### src/rtl/bit_pack_ctrl.sv
// ============================================================================
// Module      : bit_pack_ctrl
// Description : Shared packed/serial conversion controller; one W-bit shift
//               register time-shared between a pack and an unpack requester
//               under round-robin arbitration.
//               Optional build macro PACK_MSB_FIRST_EN selects MSB-first.
// Revision    : 1.0
// ============================================================================
`default_nettype none

module bit_pack_ctrl #(
  parameter int W = 8
) (
  input  logic         clk,
  input  logic         rst,
  input  logic         pack_req,
  input  logic         pack_bit_valid,
  input  logic         pack_bit,
  output logic         pack_bit_ready,
  output logic [W-1:0] pack_word,
  output logic         pack_done,
  input  logic         unpack_req,
  input  logic [W-1:0] unpack_word,
  output logic         unpack_ack,
  output logic         ser_valid,
  output logic         ser_bit,
  input  logic         ser_ready,
  output logic         unpack_done,
  output logic         busy
);

  localparam int CW = $clog2(W);
  localparam logic [CW-1:0] C_CNT_LAST = CW'(W - 1);

  typedef enum logic [1:0] {
    S_IDLE   = 2'd0,
    S_PACK   = 2'd1,
    S_UNPACK = 2'd2,
    S_DONE   = 2'd3
  } state_t;

  state_t        r_state, w_state_nxt;
  logic [W-1:0]  r_shreg, w_shreg_nxt;
  logic [W-1:0]  r_pack_word, w_pack_word_nxt;
  logic [CW-1:0] r_cnt, w_cnt_nxt;
  logic          r_last_unpack, w_last_unpack_nxt;
  logic          r_job_unpack, w_job_unpack_nxt;

  logic          w_grant_pack, w_grant_unpack, w_cnt_last;
  logic [W-1:0]  w_pack_shift, w_unpack_shift;
  logic          w_ser_src;

`ifdef PACK_MSB_FIRST_EN
  assign w_pack_shift   = {r_shreg[W-2:0], pack_bit};
  assign w_unpack_shift = {r_shreg[W-2:0], 1'b0};
  assign w_ser_src      = r_shreg[W-1];
`else
  assign w_pack_shift   = {pack_bit, r_shreg[W-1:1]};
  assign w_unpack_shift = {1'b0, r_shreg[W-1:1]};
  assign w_ser_src      = r_shreg[0];
`endif

  // On a tie the requester not served last wins; last_grant resets to unpack.
  assign w_grant_pack   = pack_req & (~unpack_req | r_last_unpack);
  assign w_grant_unpack = unpack_req & (~pack_req | ~r_last_unpack);
  assign w_cnt_last     = (r_cnt == C_CNT_LAST);

  always_comb begin
    w_state_nxt       = r_state;
    w_shreg_nxt       = r_shreg;
    w_pack_word_nxt   = r_pack_word;
    w_cnt_nxt         = r_cnt;
    w_last_unpack_nxt = r_last_unpack;
    w_job_unpack_nxt  = r_job_unpack;
    case (r_state)
      S_IDLE: begin
        if (w_grant_pack) begin
          w_state_nxt       = S_PACK;
          w_last_unpack_nxt = 1'b0;
          w_job_unpack_nxt  = 1'b0;
        end else if (w_grant_unpack) begin
          w_state_nxt       = S_UNPACK;
          w_shreg_nxt       = unpack_word;
          w_last_unpack_nxt = 1'b1;
          w_job_unpack_nxt  = 1'b1;
        end
      end
      S_PACK: begin
        if (pack_bit_valid) begin
          w_shreg_nxt = w_pack_shift;
          if (w_cnt_last) begin
            w_state_nxt     = S_DONE;
            w_pack_word_nxt = w_pack_shift;
          end else begin
            w_cnt_nxt = r_cnt + 1'b1;
          end
        end
      end
      S_UNPACK: begin
        if (ser_ready) begin
          w_shreg_nxt = w_unpack_shift;
          if (w_cnt_last) w_state_nxt = S_DONE;
          else            w_cnt_nxt   = r_cnt + 1'b1;
        end
      end
      S_DONE: begin
        w_cnt_nxt   = '0;
        w_state_nxt = S_IDLE;
      end
      default: w_state_nxt = S_IDLE;
    endcase
  end

  always_ff @(posedge clk or posedge rst) begin
    if (rst) begin
      r_state       <= S_IDLE;
      r_shreg       <= '0;
      r_pack_word   <= '0;
      r_cnt         <= '0;
      r_last_unpack <= 1'b1;
      r_job_unpack  <= 1'b0;
    end else begin
      r_state       <= w_state_nxt;
      r_shreg       <= w_shreg_nxt;
      r_pack_word   <= w_pack_word_nxt;
      r_cnt         <= w_cnt_nxt;
      r_last_unpack <= w_last_unpack_nxt;
      r_job_unpack  <= w_job_unpack_nxt;
    end
  end

  assign pack_bit_ready = (r_state == S_PACK);
  assign ser_valid      = (r_state == S_UNPACK);
  assign ser_bit        = ser_valid & w_ser_src;
  assign pack_word      = r_pack_word;
  assign pack_done      = (r_state == S_DONE) & ~r_job_unpack;
  assign unpack_done    = (r_state == S_DONE) & r_job_unpack;
  assign busy           = (r_state != S_IDLE);
  // Held low while reset is asserted even though the state already reads IDLE.
  assign unpack_ack     = ~rst & (r_state == S_IDLE) & w_grant_unpack;

endmodule

`default_nettype wire
### config.mk
export PLATFORM = sky130hd
export DESIGN_NAME = bit_pack_ctrl
export DESIGN_NICKNAME = d
export VERILOG_FILES = /design/src/rtl/bit_pack_ctrl.sv
export SDC_FILE = /design/constraint.sdc
export NUM_CORES = 1
export LEC_CHECK = 0
export BUFFER_PORTS_ARGS = -buffer_cell sky130_fd_sc_hd__buf_2
export CAP_MARGIN = 15
export CELL_PAD_IN_SITES_DETAIL_PLACEMENT = 0
export CELL_PAD_IN_SITES_GLOBAL_PLACEMENT = 1
export CORE_MARGIN = 1.5
export CORE_UTILIZATION = 43
export CTS_BUF_LIST = sky130_fd_sc_hd__clkbuf_16
export DETAILED_ROUTE_END_ITERATION = 6
export GPL_TIMING_DRIVEN = 0
export PLACE_DENSITY_LB_ADDON = 0.1
export SLEW_MARGIN = 20
export SYNTH_ARGS = -nofsm -noshare
export SYNTH_HDL_FRONTEND = slang
export SYNTH_SLANG_ARGS = --single-unit
export TNS_END_PERCENT = 5
### constraint.sdc
create_clock -name clk -period 4.6 [get_ports clk]
set_input_delay 0.69 -clock clk [delete_from_list [all_inputs] [get_ports clk]]
set_output_delay 0.69 -clock clk [all_outputs]
set_load 0.05 [all_outputs]
==> impl_metrics.csv, run 1 <==
group,metric,value,unit
clock_tree,cts_root_buf,"clkbuf_16",
final_layout,fillCellCount,257,
drt,drc_errors,0,
critical_path,required,3.91,ns
final_layout,layout_common_cells,"buf_2, dfrtp_1, inv_1, mux2_2",
critical_path,worstSetupPathType,"in2out",
critical_path,worstSetupEndpointType,"output port",
place,dp.cells,169,
final_layout,layout-drive-gt1-share,38.7,%
sta,layout_min_cycle_time,2.67,ns
synthesis,ys_seq_area_share,47.0,%
drt,drtAntennaViolNets,0,
clock_tree,insertion_delay,0.25,ns
place,dp_slack,1.85,ns
drt,routed-via-count,891,
floorplanning,die_area,0.00318,sq mm
sta,max_freq,0.374,GHz
sta,fin_worst_skew,0.00131,ns
sta,drv_slew,0,
clock_tree,cts_tree,"yes",
global_route,grt_pass1_wl,3840,microns
critical_path,critPathBufInv,3,
critical_path,crit_family,"buffers and inverters",
synthesis,syn_area_per_cell,11.3,sq um
pwr,seq_power_share,27.3,%
place,hpwlAfterDp,1720,microns
clock_tree,cts-htree-levels,1,
critical_path,slowest_delay,0.63,ns
floorplanning,fp.dieH,56.4,microns
sta,rsz0062_at_grt,"no",
global_route,grt_start_max_net_pins,25,
pwr,power_density,828,mW/mm^2
global_route,grtUsageTotal,15.6,%
critical_path,crit_slowest_cell,"inv_1",
final_layout,diodes,0,
critical_path,crit_chain,"buf_2, inv_1, and3_2, buf_2",
critical_path,worstSetupPathDepth,4,
floorplanning,core-area,0.00273,sq mm
synthesis,synth_cells,109,
floorplanning,io-pin-count,30,
floorplanning,initial_core_util,44.9,%
global_route,antenna_found_initial,0,
pwr,leakage,0.818,nW
sta,timing.final.ws_setup,1.93,ns
drt,drt_first_pass_iters,4,
final_layout,fin_cells,173,
clock_tree,cts.sinks,23,
global_route,grt_pass1_vias,854,
synthesis,syn-cell-area,0.00123,sq mm
global_route,gr-total-overflow,0,
drt,drt_iter0_drc,27,
pwr,ir_drop,0.000412,V
flow_run,drv_cap,0,
place,gp_congestion,0.696,
sta,relSlewSlack,41.9,%
sta,fin_tns_setup,0,ns
floorplanning,rows,19,
synthesis,ys_types,28,
clock_tree,numCtsBuffers,3,
clock_tree,post_cts_resized,0,
min_path,holdPathStages,1,
pwr,p_int,0.000704,W
clock_tree,path_clk_slew,0.06,ns
synthesis,yosys_register_bits,23,
critical_path,critPathArrivalTime,1.98,ns
critical_path,path_max_fanout,24,
sta,finalHoldViolations,0,
clock_tree,clockBufferDepth,2,
clock_tree,cts_setup_buffers,0,
pwr,switching_power,0.000531,W
floorplanning,fp.dieW,56.4,microns
final_layout,area_delta_synth_final,21.5,%
synthesis,syn_nets,131,
drt,wl_per_cell,13.5,microns
outcome,status,"finished clean",
pwr,switching_share,43.0,%
drt,vias_per_cell,5.15,
pwr,clock_power_share,15.2,%
critical_path,worstRegToRegCells,6,
clock_tree,cts_hold_buf,0,
synthesis,yosys_warnings,0,
sta,period_share,58.1,%
sta,setup_viol,0,
drt,wirelength,2330,microns
final_layout,nets,165,
min_path,hold_class,"reg2reg",
critical_path,cp-start-kind,"input port",
place,portBuffers,29,
final_layout,final_common_cell,"buf_2",
sta,tightest_slew,0.870,ns
pwr,combPwrFrac,57.5,%
critical_path,crit_top_cell,"buf_2",
==> final cells by class <==
cell class              count  area [sq um]  area share [%]
flip-flops and latches     23           577            38.7
clock buffers               3          75.1            5.03
well taps                  31          38.8            2.60
clock inverters             1          5.00           0.336
inverters                  17          63.8            4.28
plain buffers               3          18.8            1.26
repair buffers             29           145            9.73
multi-input cells          66           568            38.1
==> path summary, 6_finish.rpt <==
kind,startpoint,to,slack (ns)
worst min-delay path,pack_word[3],pack_word[3],0.50
min in group asynchronous,rst,r_cnt[0],0.61
worst min register to register,pack_word[3],pack_word[3],0.50
max in group asynchronous,rst,pack_word[7],3.46
worst max-delay path,rst,unpack_ack,1.93
worst max register to register,r_state[0],r_shreg[4],2.45
==> metrics by stage <==
step                      instance area, sq um  utilization (%)  hold WS (ns)  power, W
after floorplan                           1230                -         0.470  0.000918
after detailed placement                  1410             51.6         0.489   0.00106
final                                     1490             54.6         0.498   0.00123
after global routing                      1490             54.6         0.514   0.00132
after CTS                                 1490             54.6         0.504   0.00125
after global placement                    1410             51.6         0.483   0.00104
==> worst register-to-register path, delay by kind of cell (launching register included) <==
kind / cells / cell delay (ns)
buf+inv: 3 / 0.91
flops: 1 / 0.37
compound gates: 1 / 0.17
fa+ha+maj: 1 / 0.28
mux: 1 / 0.29
==> cells in the mapped netlist <==
| master | instances | area (sq um) |
|---|---|---|
| clkbuf_1 | 1 | 3.75 |
| mux2_4 | 8 | 120 |
| o22ai_1 | 8 | 50.1 |
| nor2_1 | 4 | 15.0 |
| mux2_2 | 9 | 101 |
| a211o_1 | 1 | 8.76 |
| o21bai_1 | 1 | 7.51 |
| mux2i_1 | 2 | 20.0 |
| a22o_1 | 2 | 17.5 |
| a31oi_1 | 2 | 12.5 |
| nand2b_1 | 1 | 6.26 |
| nand3_1 | 2 | 10.0 |
| buf_1 | 1 | 3.75 |
| a221oi_1 | 1 | 8.76 |
| a21boi_2 | 1 | 11.3 |
| and2_1 | 2 | 12.5 |
| o21ai_0 | 1 | 5.00 |
| dfrtp_1 | 22 | 551 |
| dfstp_2 | 1 | 26.3 |
| buf_6 | 1 | 11.3 |
| or4_1 | 1 | 7.51 |
| and3_4 | 1 | 11.3 |
| nor4_1 | 1 | 6.26 |
| and3_2 | 1 | 7.51 |
| ha_1 | 7 | 87.6 |
| inv_1 | 17 | 63.8 |
| a21oi_1 | 3 | 15.0 |
| nand2_1 | 7 | 26.3 |
==> cells by family (layout without fill, tap and decap cells) <==
group	Yosys count	count (layout)	share of synthesized area (%)
AND/OR/NAND/NOR	20	20	8.36
multiplexers	19	19	19.7
flip-flops	23	23	47.0
AO/OA/AOI/OAI	20	20	11.1
adder cells (fa/ha/maj)	7	7	7.14
buffers and inverters	20	53	6.73
==> registers in the layout, indices dropped and copies added, names as in the netlist <==
signal / flops
r_shreg: 8
r_job_unpack: 1
r_last_unpack: 1
r_cnt: 3
pack_word: 8
r_state: 2
==> metal layers <==
layer	GRT usage, %	share of wire (%)	routed length (microns)
met1	18.1	45	1050
met2	27.9	51	1190
met3	3.00	2.9	67
met4	6.12	1.0	24
met5	0	0	0
==> power by group through the flow <==
stage | Combinational, W | Sequential (W) | Clock [W]
floorplan | 0.000536 | 0.000383 | 0
global placement | 0.000706 | 0.000336 | 0
detailed placement | 0.000718 | 0.000341 | 0
CTS | 0.000722 | 0.000338 | 0.000191
global route | 0.000769 | 0.000348 | 0.000201
finish | 0.000710 | 0.000336 | 0.000188
(Power assumes the default switching activity.)
==> inputs of run 2 (changes only) <==
--- a/config.mk
+++ b/config.mk
@@ -10,7 +10,7 @@
 export CELL_PAD_IN_SITES_DETAIL_PLACEMENT = 0
 export CELL_PAD_IN_SITES_GLOBAL_PLACEMENT = 1
 export CORE_MARGIN = 1.5
-export CORE_UTILIZATION = 43
+export CORE_UTILIZATION = 36
 export CTS_BUF_LIST = sky130_fd_sc_hd__clkbuf_16
 export DETAILED_ROUTE_END_ITERATION = 6
 export GPL_TIMING_DRIVEN = 0
==> constraint.sdc (replaced) <==
create_clock -name clk -period 2.4 [get_ports clk]
set_input_delay 0.36 -clock clk [delete_from_list [all_inputs] [get_ports clk]]
set_output_delay 0.36 -clock clk [all_outputs]
set_load 0.05 [all_outputs]
==> run 2 against run 1 <==
Against the previous run: critical path depth up 2; wire length grew 5.9%; via count fell by 1.9%; clock power up 94%; core utilization down 8.9 points; clock-buffer cell count stayed put; cell area increased by 1.4%; register-to-register slack worse by 2.2 ns; critical path type is now reg2reg.
==> impl_metrics.csv, run 2 (synthesized netlist as in run 1, its figures left out) <==
group,metric,value,unit
critical_path,worstSetupPathType,"reg2reg",
global_route,gr-total-overflow,0,
clock_tree,path_clk_slew,0.06,ns
final_layout,multi_input_area,568,sq um
clock_tree,cts_root_buf,"clkbuf_16",
floorplanning,fp.dieH,61.4,microns
pwr,ir_drop,0.00103,V
drt,drc_errors,0,
global_route,grt_pass1_wl,3800,microns
sta,layout_min_cycle_time,2.16,ns
clock_tree,post_cts_resized,0,
place,gp_congestion,0.694,
clock_tree,cts.sinks,23,
global_route,antenna_found_initial,0,
sta,setup_viol,0,
sta,drv_slew,0,
sta,rsz0062_at_grt,"no",
final_layout,diodes,0,
clock_tree,cts_setup_buffers,0,
place,placed_area,0.00143,sq mm
critical_path,worstSetupEndpointType,"register",
drt,routed-via-count,874,
critical_path,cp-start-kind,"register",
final_layout,final_cell_area,0.00151,sq mm
global_route,grtUsageTotal,14.0,%
clock_tree,numCtsBuffers,3,
final_layout,area_delta_synth_final,23.2,%
floorplanning,io-pin-count,30,
clock_tree,clockBufferDepth,2,
floorplanning,initial_core_util,37.1,%
critical_path,critPathArrivalTime,2.29,ns
global_route,grt_pass1_vias,841,
final_layout,layout_common_cells,"buf_2, dfrtp_1, inv_1, mux2_2",
sta,relSlewSlack,38.4,%
final_layout,regArea,577,sq um
pwr,power_density,1580,mW/mm^2
final_layout,fillCellCount,343,
critical_path,path_max_fanout,10,
final_layout,layout-drive-gt1-share,38.7,%
outcome,status,"finished clean",
sta,period_share,89.8,%
critical_path,cp-startpoint,"r_state[0]",
critical_path,r2r_start,"r_state[0]",
critical_path,reg2reg_to,"r_shreg[0]",
sta,finalHoldViolations,0,
global_route,grt_start_max_net_pins,25,
sta,fin_worst_skew,0.00297,ns
clock_tree,insertion_delay,0.25,ns
floorplanning,rows,21,
sta,tightest_slew,0.923,ns
clock_tree,cts_hold_buf,0,
drt,wl_per_cell,13.1,microns
sta,max_freq,0.464,GHz
drt,drt_first_pass_iters,2,
clock_tree,cts-htree-levels,1,
final_layout,nets,165,
floorplanning,core-area,0.00331,sq mm
final_layout,final_common_cell,"buf_2",
drt,vias_per_cell,4.65,
critical_path,regToRegSetupSlack,0.24,ns
critical_path,worstRegToRegCells,6,
critical_path,crit_path_end,"r_shreg[0]",
drt,drtAntennaViolNets,0,
clock_tree,cts_tree,"yes",
place,portBuffers,29,
sta,fin_tns_setup,0,ns
critical_path,required,2.54,ns
min_path,hold_class,"in2async",
pwr,leakage,0.814,nW
drt,wirelength,2470,microns
place,hpwlAfterDp,1780,microns
floorplanning,fp.dieW,61.4,microns
drt,drt_iter0_drc,38,
floorplanning,die_area,0.00377,sq mm
flow_run,drv_cap,0,
run 2: changes by cell type in the layout (fill, tap and decap cells not counted), sizes merged:
cell,change
clkinvlp,+1
clkinv,-1
run 2: critical path: stages, from the launching register on:
cell      delay [ns]
dfrtp_1         0.38
inv_1           0.10
ha_1            0.29
clkbuf_1        0.38
buf_1           0.41
o22ai_1         0.18
mux2_4          0.30
run 2: worst min path at each step:
stage                       startpoint             to  slack [ns]
after global placement    pack_word[1]   pack_word[1]        0.48
after global routing          pack_bit   pack_word[7]        0.35
after floorplan                    rst   pack_word[0]        0.37
final                              rst   pack_word[3]        0.31
after CTS                     pack_req  r_last_unpack        0.33
after detailed placement  pack_word[5]   pack_word[5]        0.49
run 2: per-layer routing:
layer	GRT usage [%]	up-vias	share of wire [%]
li1	-	447	-
met1	19.3	411	49
met2	22.3	14	48
met3	1.89	2	2.6
met4	5.47	0	0.77
met5	0	-	0
run 2: power breakdown:
| group | total [W] | internal [W] | switching, W |
|---|---|---|---|
| Sequential | 0.000650 | 0.000549 | 0.000100 |
| Combinational | 0.00137 | 0.000577 | 0.000796 |
| Clock | 0.000365 | 0.000226 | 0.000140 |
run 2: cell type report:
class                   instances  area share (%)
flip-flops and latches         23            38.1
plain buffers                   3            1.24
repair buffers                 29            9.59
well taps                      46            3.80
clock inverters                 1           0.496
clock buffers                   3            4.96
multi-input cells              66            37.6
inverters                      17            4.22
run 2: metrics by stage:
step	setup slack [ns]	instances	power, W	utilization, %	hold WS [ns]
finish	0.245	188	0.00239	45.7	0.305
global route	0.117	188	0.00255	45.7	0.348
CTS	0.241	188	0.00241	45.7	0.331
detailed placement	0.261	184	0.00203	43.2	0.488
global placement	0.282	184	0.00201	43.2	0.482
floorplan	0.252	109	0.00176	-	0.367
==> inputs of run 3 (changes only) <==
--- a/config.mk
+++ b/config.mk
@@ -5,12 +5,13 @@
 export SDC_FILE = /design/constraint.sdc
 export NUM_CORES = 1
 export LEC_CHECK = 0
+export ABC_AREA = 1
 export BUFFER_PORTS_ARGS = -buffer_cell sky130_fd_sc_hd__buf_2
 export CAP_MARGIN = 15
 export CELL_PAD_IN_SITES_DETAIL_PLACEMENT = 0
 export CELL_PAD_IN_SITES_GLOBAL_PLACEMENT = 1
 export CORE_MARGIN = 1.5
-export CORE_UTILIZATION = 36
+export CORE_UTILIZATION = 35
 export CTS_BUF_LIST = sky130_fd_sc_hd__clkbuf_16
 export DETAILED_ROUTE_END_ITERATION = 6
 export GPL_TIMING_DRIVEN = 0
==> run 3 against run 2 <==
Against the previous run: sequential share of layout area is 1.3 points lower; sequential cell count is the same; combinational power fell by 5%; power is 3.3% lower; area after synthesis is 4.7% higher; wire length rose by 14%; hold slack got worse by 0.0065 ns; clock skew grew 0.00051 ns; register-to-register slack better by 0.54 ns; first-iteration DRC count up 66%; setup slack improved by 0.16 ns; critical path depth down 1; critical endpoint is now unpack_ack.
==> impl_metrics.csv, run 3 <==
group,metric,value,unit
outcome,status,"finished clean",
sta,period_share,83.0,%
place,hpwlAfterDp,2080,microns
synthesis,synth_top_cells_by_count,"nand2_1, dfrtp_1, nand3_1",
floorplanning,die_area,0.00404,sq mm
synthesis,ys_types,18,
global_route,grtUsageTotal,14.8,%
drt,highest_layer,"met4",
synthesis,synth_cells,153,
sta,drv_slew,0,
critical_path,worstSetupEndpointType,"output port",
synthesis,synth_top_area_share,42.8,%
critical_path,critPathArrivalTime,1.63,ns
clock_tree,numCtsBuffers,3,
floorplanning,fp.dieW,63.6,microns
drt,route.met3.wl,144,microns
sta,setup_viol,0,
final_layout,layout-drive-gt1-share,30.6,%
clock_tree,cts_hold_buf,0,
floorplanning,initial_core_util,37.6,%
critical_path,slowest_delay,0.42,ns
drt,drc_errors,0,
clock_tree,cts_tree,"yes",
final_layout,diodes,0,
clock_tree,cts_root_buf,"clkbuf_16",
final_layout,final_cell_area,0.00157,sq mm
clock_tree,cts_setup_buffers,0,
final_layout,layout_common_cells,"nand2_1, buf_2, dfrtp_1, nand3_1",
critical_path,crit_chain,"inv_1, ha_1, inv_1, nor3_1, buf_2",
clock_tree,path_clk_slew,0.06,ns
final_layout,nets,209,
floorplanning,io-pin-count,30,
pwr,ir_drop,0.000513,V
critical_path,path_max_fanout,6,
drt,wl_met1,1350,microns
critical_path,cp-start-kind,"register",
drt,drtAntennaViolNets,0,
critical_path,crit_slowest_cell,"dfrtp_1",
synthesis,synth_edf_count,0,
synthesis,ys.flop_type,"dfrtp_1",
critical_path,crit_family,"buffers and inverters",
sta,finalHoldViolations,0,
drt,wl_per_cell,12.1,microns
global_route,grt_pass1_wl,4650,microns
critical_path,critPathBufInv,3,
global_route,antenna_found_initial,0,
place,placed_area,0.00149,sq mm
pwr,power_density,1470,mW/mm^2
place,portBuffers,29,
place,gp_congestion,0.733,
synthesis,yosys.area.top_type,"dfrtp_1",
sta,tightest_slew,0.873,ns
critical_path,crit_top_cell,"inv_1",
sta,relSlewSlack,41.7,%
synthesis,yosys_register_bits,23,
sta,max_freq,0.502,GHz
pwr,leakage,0.895,nW
drt,wirelength,2810,microns
global_route,gr-total-overflow,0,
sta,timing.final.ws_setup,0.408,ns
sta,fin_tns_setup,0,ns
synthesis,synth_area_leaders,"dfrtp_1, nand2_1, mux2_2",
synthesis,syn_nets,175,
synthesis,yosysMostFrequentCell,"nand2_1",
flow_run,drv_cap,0,
synthesis,yosys_warnings,0,
clock_tree,insertion_delay,0.25,ns
floorplanning,rows,21,
global_route,grt_pass1_vias,996,
floorplanning,core-area,0.00342,sq mm
sta,rsz0062_at_grt,"no",
synthesis,syn-cell-area,0.00128,sq mm
drt,wl_met2,1300,microns
clock_tree,cts-htree-levels,1,
drt,drt_first_pass_iters,4,
drt,routed-via-count,1060,
final_layout,fillCellCount,353,
critical_path,worstSetupPathType,"reg2out",
global_route,grt_start_max_net_pins,24,
final_layout,area_delta_synth_final,22.0,%
drt,vias_per_cell,4.57,
synthesis,synthArstFlopShare,100,%
drt,drt_iter0_drc,63,
place,dp_slack,0.683,ns
critical_path,required,2.04,ns
clock_tree,cts.sinks,23,
min_path,hold_class,"in2async",
sta,fin_worst_skew,0.00348,ns
final_layout,final_common_cell,"nand2_1",
sta,layout_min_cycle_time,1.99,ns
clock_tree,clockBufferDepth,2,
synthesis,ys_seq_area_share,44.9,%
floorplanning,fp.dieH,63.6,microns
clock_tree,post_cts_resized,0,
synthesis,syn_area_per_cell,8.40,sq um
==> run 3: worst paths after layout <==
check,start,to,slack (ns),cells past startpoint
worst max-delay path,r_state[0],unpack_ack,0.41,5
worst min-delay path,rst,r_job_unpack,0.30,2
worst max register to register,r_state[0],r_state[1],0.78,9
worst min register to register,r_shreg[0],r_shreg[0],0.50,2
max in group asynchronous,rst,r_shreg[0],1.56,2
min in group clk,pack_bit,pack_word[7],0.37,2
==> run 3: logic make-up (layout without fill, tap and decap cells) <==
group / after synthesis / after routing / share of synthesized area [%]
fa+ha+maj: 7 / 7 / 6.82
flops: 23 / 23 / 44.9
mux: 8 / 8 / 7.01
buf+inv: 18 / 51 / 6.13
compound gates: 14 / 14 / 5.45
simple gates: 83 / 83 / 29.7
==> run 3: final cells by class <==
type / instances / area [sq um] / share of cell area [%]
plain buffers: 2 / 18.8 / 1.20
clock buffers: 3 / 75.1 / 4.79
clock inverters: 1 / 5.00 / 0.319
inverters: 16 / 60.1 / 3.83
multi-input cells: 112 / 629 / 40.1
flip-flops and latches: 23 / 577 / 36.8
well taps: 46 / 57.6 / 3.67
repair buffers: 29 / 145 / 9.26
==> run 3: stage by stage <==
stage	total power, W	hold WS (ns)	instances	utilization (%)
3_5_place_dp	0.00196	0.482	228	43.6
3_3_place_gp	0.00194	0.462	228	43.6
5_1_grt	0.00252	0.369	232	45.9
4_1_cts	0.00233	0.348	232	45.9
6_report	0.00231	0.299	232	45.9
2_1_floorplan	0.00167	0.361	153	-
==> run 3: layer usage <==
| layer | vias to the layer above | GRT usage (%) |
|---|---|---|
| met2 | 20 | 23.6 |
| met1 | 474 | 20.0 |
| met4 | 0 | 5.71 |
| li1 | 564 | - |
| met5 | - | 0 |
| met3 | 2 | 2.50 |
==> run 3: report_power, final <==
part	leakage [nW]	internal (W)	switching, W
logic	0.556	0.000404	0.000895
registers	0.299	0.000549	0.0000972
clock network	0.0409	0.000224	0.000139
total	0.895	0.00118	0.00113
